File: config.mk
export PLATFORM = sky130hd
export DESIGN_NAME = av_port_arbiter
export DESIGN_NICKNAME = d
export VERILOG_FILES = /design/src/rtl/av_arb_pkg.sv /design/src/rtl/rr_arbiter2.sv /design/src/rtl/av_port_arbiter.sv
export SDC_FILE = /design/constraint.sdc
export NUM_CORES = 1
export LEC_CHECK = 0
export ABC_AREA = 0
export BUFFER_PORTS_ARGS = -buffer_cell sky130_fd_sc_hd__buf_2
export CELL_PAD_IN_SITES_DETAIL_PLACEMENT = 1
export CELL_PAD_IN_SITES_GLOBAL_PLACEMENT = 2
export CORE_ASPECT_RATIO = 0.7
export CORE_MARGIN = 2
export CORE_UTILIZATION = 10
export CTS_CLUSTER_SIZE = 16
export DETAILED_ROUTE_END_ITERATION = 12
export PLACE_DENSITY_LB_ADDON = 0.1
export SLEW_MARGIN = 15
export SYNTH_ARGS = -nofsm -noshare
export SYNTH_HDL_FRONTEND = slang
export SYNTH_HIERARCHICAL = 1
export SYNTH_SLANG_ARGS = --single-unit
export TNS_END_PERCENT = 5
File: constraint.sdc
create_clock -name clk -period 2.2 [get_ports clk]
set_clock_uncertainty 0.15 [all_clocks]
set_input_delay 0.22 -clock clk [delete_from_list [all_inputs] [get_ports clk]]
set_output_delay 0.22 -clock clk [all_outputs]
set_load 0.005 [all_outputs]
File: src/rtl/av_arb_pkg.sv
// Shared types and defaults for the Avalon-MM two-port arbiter.
package av_arb_pkg;

    // Default largest instruction-refill burst accepted from the I-port.
    localparam int unsigned MAX_BURST_DEFAULT = 4;

    // Arbiter FSM states.
    typedef enum logic [1:0] {
        IDLE,
        GRANT_I,
        GRANT_D,
        RD_WAIT
    } arb_state_t;

    // Port that owns (or last owned) the shared bus.
    typedef enum logic {
        OWN_I,
        OWN_D
    } owner_t;

endpackage

File: src/rtl/rr_arbiter2.sv
// Two-requester round-robin decision: on a tie, the port not granted last wins.
// req[0]/grant[0] is the instruction port, req[1]/grant[1] the data port.
module rr_arbiter2
    import av_arb_pkg::*;
(
    input  logic [1:0] req,
    input  owner_t     last_grant,
    output logic [1:0] grant
);

    // One-hot grant; a tie is broken against the previous owner.
    always_comb begin
        grant = 2'b00;
        case (req)
            2'b01:   grant = 2'b01;
            2'b10:   grant = 2'b10;
            2'b11:   grant = (last_grant == OWN_D) ? 2'b01 : 2'b10;
            default: grant = 2'b00;
        endcase
    end

endmodule

File: src/rtl/av_port_arbiter.sv
// Shares one Avalon-MM master between an instruction-refill port (bursting
// reads) and a data port (single-beat reads/writes). Read data returns with
// zero-cycle latency to the port that issued the read.
// BCW must satisfy 2**BCW > MAX_BURST.
module av_port_arbiter
    import av_arb_pkg::*;
#(
    parameter int unsigned MAX_BURST = MAX_BURST_DEFAULT,
    parameter int unsigned BCW       = 3
) (
    input  logic            clk,
    input  logic            resetn,
    // Instruction port
    input  logic [31:0]     i_address,
    input  logic            i_read,
    input  logic [BCW-1:0]  i_burstcount,
    output logic            i_waitrequest,
    output logic [31:0]     i_readdata,
    output logic            i_readdatavalid,
    // Data port
    input  logic [31:0]     d_address,
    input  logic            d_read,
    input  logic            d_write,
    input  logic [31:0]     d_writedata,
    input  logic [3:0]      d_byteenable,
    output logic            d_waitrequest,
    output logic [31:0]     d_readdata,
    output logic            d_readdatavalid,
    // Shared Avalon-MM master
    output logic [31:0]     av_address,
    output logic            av_read,
    output logic            av_write,
    output logic [31:0]     av_writedata,
    output logic [3:0]      av_byteenable,
    output logic [BCW-1:0]  av_burstcount,
    output logic            av_beginbursttransfer,
    input  logic            av_waitrequest,
    input  logic [31:0]     av_readdata,
    input  logic            av_readdatavalid
);

    localparam logic [BCW-1:0] MAX_BC = BCW'(MAX_BURST);
    localparam logic [BCW-1:0] ONE_BC = BCW'(1);

    arb_state_t     state_q, state_d, cur_state;
    logic [BCW-1:0] count_q, count_d;
    owner_t         owner_q, owner_d;
    owner_t         last_grant_q, last_grant_d;
    logic           first_q, first_d;
    logic [1:0]     grant;
    logic [BCW-1:0] i_eff_bc;

    // Requested burst length with 0 promoted to 1 and oversize clamped.
    always_comb begin
        if (i_burstcount == '0) begin
            i_eff_bc = ONE_BC;
        end else if (i_burstcount > MAX_BC) begin
            i_eff_bc = MAX_BC;
        end else begin
            i_eff_bc = i_burstcount;
        end
    end

    rr_arbiter2 u_rr (
        .req        ({d_read | d_write, i_read}),
        .last_grant (last_grant_q),
        .grant      (grant)
    );

    // Treat the block as idle while reset is held so every output is quiet
    // even before the first reset edge has cleaned up the state register.
    assign cur_state = resetn ? state_q : IDLE;

    // Read data is broadcast; only the readdatavalid strobes are routed.
    assign i_readdata = av_readdata;
    assign d_readdata = av_readdata;

    // Next-state, register updates and the command/response muxing.
    always_comb begin
        // NOTE: every signal written here gets a default first so that no
        // path through the case leaves one unassigned (which would infer a latch).
        state_d               = cur_state;
        count_d               = count_q;
        owner_d               = owner_q;
        last_grant_d          = last_grant_q;
        av_address            = '0;
        av_read               = 1'b0;
        av_write              = 1'b0;
        av_writedata          = '0;
        av_byteenable         = '0;
        av_burstcount         = '0;
        av_beginbursttransfer = 1'b0;
        i_waitrequest         = 1'b1;
        d_waitrequest         = 1'b1;
        i_readdatavalid       = 1'b0;
        d_readdatavalid       = 1'b0;

        case (cur_state)
            IDLE: begin
                if (grant[0]) begin
                    state_d = GRANT_I;
                end else if (grant[1]) begin
                    state_d = GRANT_D;
                end
            end

            GRANT_I: begin
                av_address            = i_address;
                av_read               = i_read;
                av_byteenable         = 4'hF;
                av_burstcount         = i_eff_bc;
                av_beginbursttransfer = first_q & i_read;
                i_waitrequest         = av_waitrequest;
                if (!i_read) begin
                    state_d = IDLE;
                end else if (!av_waitrequest) begin
                    last_grant_d = OWN_I;
                    owner_d      = OWN_I;
                    count_d      = i_eff_bc;
                    state_d      = RD_WAIT;
                end
            end

            GRANT_D: begin
                av_address            = d_address;
                av_write              = d_write;
                av_read               = d_read & ~d_write;
                av_writedata          = d_writedata;
                av_byteenable         = d_byteenable;
                av_burstcount         = ONE_BC;
                av_beginbursttransfer = first_q & (d_read | d_write);
                d_waitrequest         = av_waitrequest;
                if (!(d_read || d_write)) begin
                    state_d = IDLE;
                end else if (!av_waitrequest) begin
                    last_grant_d = OWN_D;
                    if (d_write) begin
                        state_d = IDLE;
                    end else begin
                        owner_d = OWN_D;
                        count_d = ONE_BC;
                        state_d = RD_WAIT;
                    end
                end
            end

            RD_WAIT: begin
                if (av_readdatavalid) begin
                    i_readdatavalid = (owner_q == OWN_I);
                    d_readdatavalid = (owner_q == OWN_D);
                    count_d         = count_q - ONE_BC;
                    if (count_q == ONE_BC) begin
                        state_d = IDLE;
                    end
                end
            end

            default: state_d = IDLE;
        endcase

        // The first cycle of a grant visit is the cycle after leaving IDLE.
        first_d = (cur_state == IDLE) && ((state_d == GRANT_I) || (state_d == GRANT_D));
    end

    // State register with synchronous active-low reset; a reset abandons any burst.
    always_ff @(posedge clk) begin
        // NOTE: sequential state uses non-blocking assignments so every
        // register samples the pre-edge values of the others.
        if (!resetn) begin
            state_q      <= IDLE;
            count_q      <= '0;
            owner_q      <= OWN_I;
            last_grant_q <= OWN_D;
            first_q      <= 1'b0;
        end else begin
            state_q      <= state_d;
            count_q      <= count_d;
            owner_q      <= owner_d;
            last_grant_q <= last_grant_d;
            first_q      <= first_d;
        end
    end

endmodule

==> metrics.yaml, run 1 <==
route:
  dr_total_vias: 2147
  firstDrtPassIters: 4
  drcViolationCount: 0
  first_iter_violations: 66
  drt_wl_total_um: 9323
  viasPerCell: 3.502
  wl_per_cell_um: 15.21
  drtAntennaViolNets: 0
cts:
  hold_buffers: 0
  cts.htree.levels: 1
  path_clk_slew_ns: 0.04
  cts_buffer_depth: 2
  cts-root-buf: "clkbuf_16"
  cts.sinks: 8
  clk-insertion-delay-late_ns: 0.23
  cts_tree: "yes"
  cts_inserted_buffers: 3
timing:
  setup_viol: 0
  relSlewSlack: 0.6520
  fin_crit_ns: 2.149
  final_hold_viol_count: 0
  drv_slew: 0
  max_freq_mhz: 465.3
  whs_ns: 0.1137
  finalCritPeriodShare: 0.9769
  tightest_slew_ns: 0.5201
  rsz0062_at_grt: "yes"
status:
  status: "completed"
synthesis:
  synth_fp_nets: 390
  synth_most_common_cell: "buf_4"
  yosys-top-cells-area: "buf_4 (27%), a22o_1 (16%), and2_1 (12%)"
  yosysWarnings: 6
  yosys.cell_types.count: 44
  ys_async_sr_fraction: 0
  synthesis.area_um2: 1790
  synth-main-ff-cell: "dfxtp_1"
  synth_edf_count: 0
  synth_seq_cells: 8
  synth_top_area_cell: "buf_4"
  synth_common_cells: "buf_4 (64), and2_1 (34), a22o_1 (32)"
  avgSynthCellArea_um2: 7.399
  synth_top_area_share: 0.2683
  synth_cells: 242
  synth-seq-area-share: 0.08945
floorplanning:
  die_h_um: 116.0
  die_area_um2: 19010
  rows: 40
  initial_core_util: 0.1031
  design.core.area_um2: 17370
  io_pins: 284
  die_w_um: 163.9
global_route:
  grt_use_total: 0.08559
  gr-total-overflow: 0
  grt_pass1_vias: 2046
  grt_max_degree: 21
  grt_antenna_before_repair: 0
  grt_pass1_wl_um: 12440
worst_setup_path:
  crit_fanout: 9
  worst_path_max_delay_cell: "dfxtp_2"
  slowest_delay_ns: 0.32
  critPathLaunchType: "flop"
  arrival_ns: 1.78
  end_kind: "output port"
  crit_chain: "inv_2, nor2_4, inv_2, ha_4, buf_6, nor2b_4, buf_12, buf_12, a31o_4, buf_2"
  path_class: "reg -> out"
  required_ns: 1.83
final_layout:
  drive_gt1_frac: 0.6204
  area_growth_pct: 66.95
  num-nets-final: 532
  fin_area_um2: 2989
  n_antenna_cell: 0
  fin_util: 0.1721
placed_design:
  place_area_um2: 2613
  gp_congestion: 0.6616
  dp_hpwl_um: 7304
  io_buffers: 187
worst_hold_path:
  hp-class: "in -> reg"
pwr:
  p_leak_nw: 1.635
  p_per_area_nw_per_um2: 269.6
  vdd_drop_max_uv: 185.4
job:
  cap_violations: 0
-- power by group --
part | total [mW] | internal (mW) | switching [mW] | leakage, nW
Combinational | 0.329 | 0.184 | 0.145 | 1.53
Clock | 0.310 | 0.235 | 0.0755 | 0.0370
Sequential | 0.166 | 0.158 | 0.00850 | 0.0663
Total | 0.806 | 0.577 | 0.229 | 1.64
-- metal layers --
| layer | global-route usage | part of all wire | vias up |
|---|---|---|---|
| met5 | 0 | 0 | - |
| met4 | 0.01287 | 0.0068 | 0 |
| met3 | 0.02183 | 0.039 | 9 |
| met2 | 0.1353 | 0.47 | 47 |
| met1 | 0.1196 | 0.48 | 1032 |
| li1 | - | - | 1059 |
-- worst paths after layout --
kind | from | end | slack [ns] | cells past startpoint
worst min register to register | count_q[2] | count_q[2] | 0.34 | 2
worst max-delay path | state_q[0] | av_burstcount[0] | 0.05 | 10
worst max register to register | state_q[0] | count_q[2] | 0.16 | 8
worst min-delay path | resetn | last_grant_q | 0.11 | 2
-- stage by stage --
step	setup TNS [ns]	cells	total power [mW]	setup slack [ns]
after floorplan	0	242	0.3760	0.03068
after global placement	-0.007585	596	0.4661	-0.007585
after detailed placement	0	596	0.4641	0.02988
after CTS	0	601	0.7991	0.003690
after global routing	-0.1408	613	0.8647	-0.02236
final	0	613	0.8060	0.05090
-- placed cells by master, fill, tap and decap left out, drive strengths merged, types with 6 or more instances in the layout --
cell | Yosys | final
dfxtp | 8 | 8
buf | 72 | 214
nor2 | 10 | 10
ha | 6 | 6
clkbuf | 8 | 6
and2 | 35 | 35
inv | 11 | 11
nor2b | 7 | 7
a22o | 32 | 32
-- flip-flops by register name, indices dropped and copies added (netlist names) --
signal	cells
count_q	3
state_q	2
first_q	1
last_grant_q	1
owner_q	1
-- worst max-delay path: cells and delay by family (launching register included) --
family | cells | cell delay (ns)
AO/OA/AOI/OAI | 1 | 0.20
adder cells (fa/ha/maj) | 1 | 0.16
buffers and inverters | 6 | 0.63
flip-flops | 1 | 0.32
AND/OR/NAND/NOR | 2 | 0.23
-- cells by family (layout without fill, tap and decap cells) --
group                    after synthesis  count (layout)  synth area share
buffers and inverters                 91             231            0.3319
adder cells (fa/ha/maj)                6               6           0.04193
multiplexers                           2               2           0.01188
flip-flops                             8               8           0.08945
XOR/XNOR                               1               1          0.004893
AO/OA/AOI/OAI                         63              63            0.2809
AND/OR/NAND/NOR                       71              71            0.2390
-- area by class of cell --
class	instances	area, um2
Multi-Input combinational cell	143	1106
Fill cell	2081	14380
Sequential cell	8	162.7
Inverter	11	41.29
Clock buffer	3	75.07
Timing Repair Buffer	217	1315
Tap cell	231	289.0
-- timing repair --
item,CTS,global route
cloned,2,6
setup endpoints to repair,41,41
setup buffers,0,6
pin swaps,1,12
resized for setup,13,12
(Power assumes the default switching activity.)
==> run 2, diff against run 1 <==
--- a/config.mk
+++ b/config.mk
@@ -14,6 +14,7 @@
 export CORE_UTILIZATION = 10
 export CTS_CLUSTER_SIZE = 16
 export DETAILED_ROUTE_END_ITERATION = 12
+export MAX_ROUTING_LAYER = met4
 export PLACE_DENSITY_LB_ADDON = 0.1
 export SLEW_MARGIN = 15
 export SYNTH_ARGS = -nofsm -noshare
==> metrics.yaml, run 2 (same netlist as run 1, synthesis figures left out) <==
status:
  status: "completed"
worst_setup_path:
  path_buf_inv: 5  # -1
  slowest_delay_ns: 0.31  # about the same
  path_class: "reg -> out"
  required_ns: 1.83  # about the same
  end_kind: "output port"
  crit_fanout: 19  # +10
  critPathLaunchType: "flop"
  arrival_ns: 1.79  # about the same
  worst_path_max_delay_cell: "dfxtp_2"
  crit_chain: "inv_2, nor2_4, buf_4, ha_4, nor2b_4, buf_12, buf_16, a22o_1, buf_2"
  cp_top_family: "buffers and inverters"
  worstReg2RegStart: "state_q[0]"
  crit_start: "state_q[0]"
final_layout:
  regMostFlops: "count_q"
  num-nets-final: 532  # unchanged
  instances_no_fill: 613  # unchanged
  fillers: 2082  # +0.048%
  largest_reg_flops: 3  # unchanged
  multiInputGateArea_um2: 1106  # unchanged
  n_antenna_cell: 0  # unchanged
  final_cell_mix: "buf_2 (187), and2_1 (34), a22o_1 (32)"
  area_growth_pct: 66.74
  reg_top3: "count_q x3, state_q x2"
  seqCellArea_um2: 162.7  # unchanged
  final_common_cell: "buf_2"
  drive_gt1_frac: 0.6204  # unchanged
timing:
  fin_crit_ns: 2.160  # +0.01048 ns
  drv_slew: 0  # unchanged
  rsz0062_at_grt: "yes"
  fin_ws_ns: 0.04041  # -0.01048 ns
  finalCritPeriodShare: 0.9816  # +0.004765
  final_hold_viol_count: 0  # unchanged
  relSlewSlack: 0.6504  # -0.001628
  tightest_slew_ns: 0.5225  # +0.002434 ns
  max_freq_mhz: 463.1  # -0.49%
  whs_ns: 0.1128  # -0.0009400 ns
  setup_viol: 0  # unchanged
global_route:
  grt_pass1_wl_um: 12410  # -0.22%
  gr-total-overflow: 0  # unchanged
  grt_use_total: 0.08825  # +0.002659
  grt_max_degree: 21  # unchanged
  grt_antenna_before_repair: 0  # unchanged
  grt_pass1_vias: 2051  # +0.24%
cts:
  cts_buffer_depth: 2  # unchanged
  hold_buffers: 0  # unchanged
  path_clk_slew_ns: 0.04  # about the same
  clk-insertion-delay-late_ns: 0.23  # about the same
  cts_tree: "yes"
  cts.htree.levels: 1  # unchanged
  cts.sinks: 8  # unchanged
  cts_inserted_buffers: 3  # unchanged
  cts-root-buf: "clkbuf_16"
floorplanning:
  initial_core_util: 0.1031  # unchanged
  rows: 40  # unchanged
  die_h_um: 116.0  # unchanged
  die_area_um2: 19010  # unchanged
  design.core.area_um2: 17370  # unchanged
  io_pins: 284  # unchanged
  die_w_um: 163.9  # unchanged
pwr:
  p_per_area_nw_per_um2: 269.7  # about the same
  vdd_drop_max_uv: 185.5  # about the same
  p_leak_nw: 1.635  # about the same
route:
  first_iter_violations: 68  # +3.0%
  dr_total_vias: 2145  # -0.093%
  drtAntennaViolNets: 0  # unchanged
  drt_wl_total_um: 9316  # about the same
  drcViolationCount: 0  # unchanged
  firstDrtPassIters: 4  # unchanged
  viasPerCell: 3.499  # about the same
  wl_per_cell_um: 15.20  # about the same
placed_design:
  dp_hpwl_um: 7304  # unchanged
  gp_congestion: 0.6678  # +0.94%
  preCtsSetupSlack_ns: 0.02988  # unchanged
  dpl.cell_count: 596  # unchanged
  io_buffers: 187  # unchanged
worst_hold_path:
  worstHoldStart: "resetn"
  hp-class: "in -> reg"
job:
  cap_violations: 0  # unchanged
## run 2: worst paths after layout
kind              endpoint  slack [ns]  cells after the start
min           last_grant_q        0.11                      2
max          av_address[3]        0.04                      9
max reg2reg     count_q[2]        0.18                      8
min reg2reg     count_q[2]        0.34                      2
## run 2: power by group
group | internal, mW | total (mW) | switching (mW) | leakage [nW]
sequential | 0.158 | 0.166 | 0.00850 | 0.0663
clock | 0.235 | 0.311 | 0.0760 | 0.0370
combinational | 0.183 | 0.328 | 0.144 | 1.53
total | 0.576 | 0.805 | 0.229 | 1.63
## run 2: layout make-up
class	instances	share of cell area
Clock buffer	3	0.02515
Multi-Input combinational cell	143	0.3705
Sequential cell	8	0.05448
Tap cell	231	0.09681
Timing Repair Buffer	217	0.4392
Inverter	11	0.01383
## run 2: repair_timing
action,in CTS,in global routing
gates resized for setup,13,11
endpoints found under the setup margin,41,41
cloned,2,6
pin swaps,1,23
buffers inserted,0,6
## run 2: worst register-to-register path, cell delays in order (launching register included)
cell and delay (ns):
dfxtp_2 0.32, inv_2 0.05, nor2_4 0.08, inv_2 0.06
buf_4 0.13, ha_1 0.21, or4_4 0.55, o31ai_1 0.26
a21oi_1 0.09
## run 2: metal layers
metal | vias to the layer above | GRT usage | wire, um
li1 | 1059 | - | -
met1 | 1028 | 0.1194 | 4532
met2 | 47 | 0.1356 | 4387
met3 | 11 | 0.02183 | 335
met4 | 0 | 0.01287 | 61
met5 | - | - | 0
## run 2: stage by stage
step | util | setup TNS [ns] | instance area (um2) | power [mW]
after CTS | 0.1603 | 0 | 2784 | 0.7991
after global placement | 0.1504 | -0.007585 | 2613 | 0.4661
after global routing | 0.1719 | -0.1363 | 2985 | 0.8638
after floorplan | - | 0 | 1790 | 0.3760
after detailed placement | 0.1504 | 0 | 2613 | 0.4641
final | 0.1719 | 0 | 2985 | 0.8052
==> run 3, diff against run 2 <==
--- a/config.mk
+++ b/config.mk
@@ -16,6 +16,7 @@
 export DETAILED_ROUTE_END_ITERATION = 12
 export MAX_ROUTING_LAYER = met4
 export PLACE_DENSITY_LB_ADDON = 0.1
+export SETUP_SLACK_MARGIN = 0.4
 export SLEW_MARGIN = 15
 export SYNTH_ARGS = -nofsm -noshare
 export SYNTH_HDL_FRONTEND = slang
==> metrics.yaml, run 3 (same netlist as run 1, synthesis figures left out) <==
worst_setup_path:
  critPathLaunchType: "flop"
  rr_worst_depth: 9  # +1
  arrival_ns: 1.74  # -0.05 ns
  required_ns: 1.83  # about the same
  crit_fanout: 9  # -10
  worst-r2r-setup-slack_ns: 0.13  # -0.05 ns
  end_kind: "output port"
  path_class: "reg -> out"
  timing.rr.end: "count_q[2]"
  worst_path_max_delay_cell: "dfxtp_2"
  path_buf_inv: 4  # -1
  cp_top_family: "buffers and inverters"
  crit_chain: "inv_2, nor2_4, ha_4, nor2b_4, buf_6, clkbuf_16, a22o_1, buf_2"
  worstReg2RegStart: "state_q[0]"
  slowest_delay_ns: 0.33  # +0.02 ns
final_layout:
  largest_reg_flops: 3  # unchanged
  final_cell_mix: "buf_2 (186), and2_1 (34), a22o_1 (32)"
  final_common_cell: "buf_2"
  multiInputGateArea_um2: 1105  # -0.11%
  regMostFlops: "count_q"
  num-nets-final: 524  # -1.5%
  fillers: 2114  # +1.5%
  reg_top3: "count_q x3, state_q x2"
  area_growth_pct: 62.68
  drive_gt1_frac: 0.6123  # -0.008119
  n_antenna_cell: 0  # unchanged
  seqCellArea_um2: 162.7  # unchanged
timing:
  setup_viol: 0  # unchanged
  fin_ws_ns: 0.09461  # +0.05419 ns
  finalCritPeriodShare: 0.9570  # -0.02463
  final_hold_viol_count: 0  # unchanged
  fin_crit_ns: 2.105  # -0.05419 ns
  fin_tns_setup_ns: 0  # unchanged
  rsz0062_at_grt: "yes"
  tightest_slew_ns: 0.6500  # +0.1275 ns
  relSlewSlack: 0.5650  # -0.08533
  max_freq_mhz: 475.0  # +2.6%
  drv_slew: 0  # unchanged
worst_hold_path:
  worstHoldStart: "resetn"
  hold_path_end: "last_grant_q"
  holdPathStages: 2  # unchanged
  hp-class: "in -> reg"
route:
  first_iter_violations: 71  # +4.4%
  firstDrtPassIters: 4  # unchanged
  wl_per_cell_um: 15.49  # +1.9%
  drcViolationCount: 0  # unchanged
  dr_total_vias: 2137  # -0.37%
  drtAntennaViolNets: 0  # unchanged
  viasPerCell: 3.532  # +0.94%
  drt_wl_total_um: 9371  # +0.59%
floorplanning:
  io_pins: 284  # unchanged
  die_area_um2: 19010  # unchanged
  die_w_um: 163.9  # unchanged
  initial_core_util: 0.1031  # unchanged
  rows: 40  # unchanged
  design.core.area_um2: 17370  # unchanged
  die_h_um: 116.0  # unchanged
pwr:
  p_leak_nw: 1.584  # -3.1%
  vdd_drop_max_uv: 187.6  # +1.1%
  p_per_area_nw_per_um2: 280.8  # +4.1%
global_route:
  gr-total-overflow: 0  # unchanged
  grt_max_degree: 38  # +81%
  grt_antenna_before_repair: 0  # unchanged
  grt_use_total: 0.09042  # +0.002175
  grt_pass1_vias: 2089  # +1.9%
  grt_pass1_wl_um: 12680  # +2.1%
placed_design:
  dp_hpwl_um: 7638  # +4.6%
  io_buffers: 187  # unchanged
  preCtsSetupSlack_ns: -0.2100  # -0.2399 ns
  gp_congestion: 0.6791  # +1.7%
cts:
  cts_buffer_depth: 2  # unchanged
  cts.sinks: 8  # unchanged
  cts.htree.levels: 1  # unchanged
  cts_tree: "yes"
  hold_buffers: 0  # unchanged
  clk-insertion-delay-late_ns: 0.24  # about the same
  path_clk_slew_ns: 0.04  # about the same
  cts-root-buf: "clkbuf_16"
  cts_inserted_buffers: 3  # unchanged
job:
  cap_violations: 0  # unchanged
status:
  status: "completed"
[run 3: changes by cell type in the layout (fill, tap and decap cells not counted), sizes merged]
cell,before,now
buf,214,207
clkbuf,6,5
[run 3: area by class of cell]
class / count / share of cell area
Clock buffer: 3 / 0.02577
Tap cell: 231 / 0.09923
Timing Repair Buffer: 209 / 0.4257
Inverter: 11 / 0.01418
Sequential cell: 8 / 0.05584
Multi-Input combinational cell: 143 / 0.3793
[run 3: metrics by stage]
stage                     std cells  instance area (um2)  hold slack [ns]  power (mW)    util
after floorplan                 242                 1813           0.1462      0.3810       -
after CTS                       602                 2834          0.08863      0.8189  0.1632
final                           605                 2913          0.07868      0.8179  0.1677
after detailed placement        590                 2590           0.2901      0.4645  0.1491
after global placement          590                 2590           0.2901      0.4637  0.1491
after global routing            605                 2913           0.1201      0.8649  0.1677
[run 3: worst max path at each step]
| stage | cells past startpoint | end | slack [ns] | startpoint |
|---|---|---|---|---|
| after floorplan | 9 | count_q[2] | 0.28 | state_q[0] |
| after global placement | 7 | av_beginbursttransfer | -0.16 | resetn |
| after detailed placement | 8 | av_beginbursttransfer | -0.21 | resetn |
| after CTS | 7 | av_address[26] | 0.09 | state_q[1] |
| after global routing | 8 | av_address[18] | -0.001 | state_q[0] |
| final | 8 | av_address[20] | 0.09 | state_q[0] |
[run 3: where the power goes]
part / leakage [nW] / switching (mW) / internal [mW] / total (mW)
sequential: 0.0663 / 0.00878 / 0.158 / 0.167
combinational: 1.48 / 0.147 / 0.189 / 0.336
clock: 0.0370 / 0.0797 / 0.235 / 0.315
[run 3: routing by layer]
layer | track usage | vias up | share of wire
met3 | 0.01682 | 2 | 0.035
met5 | - | - | 0
met4 | 0.008187 | 0 | 0.0012
met2 | 0.1454 | 33 | 0.50
met1 | 0.1225 | 1060 | 0.46
li1 | - | 1042 | -
[run 3: repair_timing]
action / 4_1_cts / 5_1_grt
gates cloned: 2 / 2
pin swaps: 4 / 1
gates resized for setup: 11 / 5
buffers inserted: 7 / 1
endpoints found under the hold margin: 0 / 0
setup endpoints to repair: 82 / 84
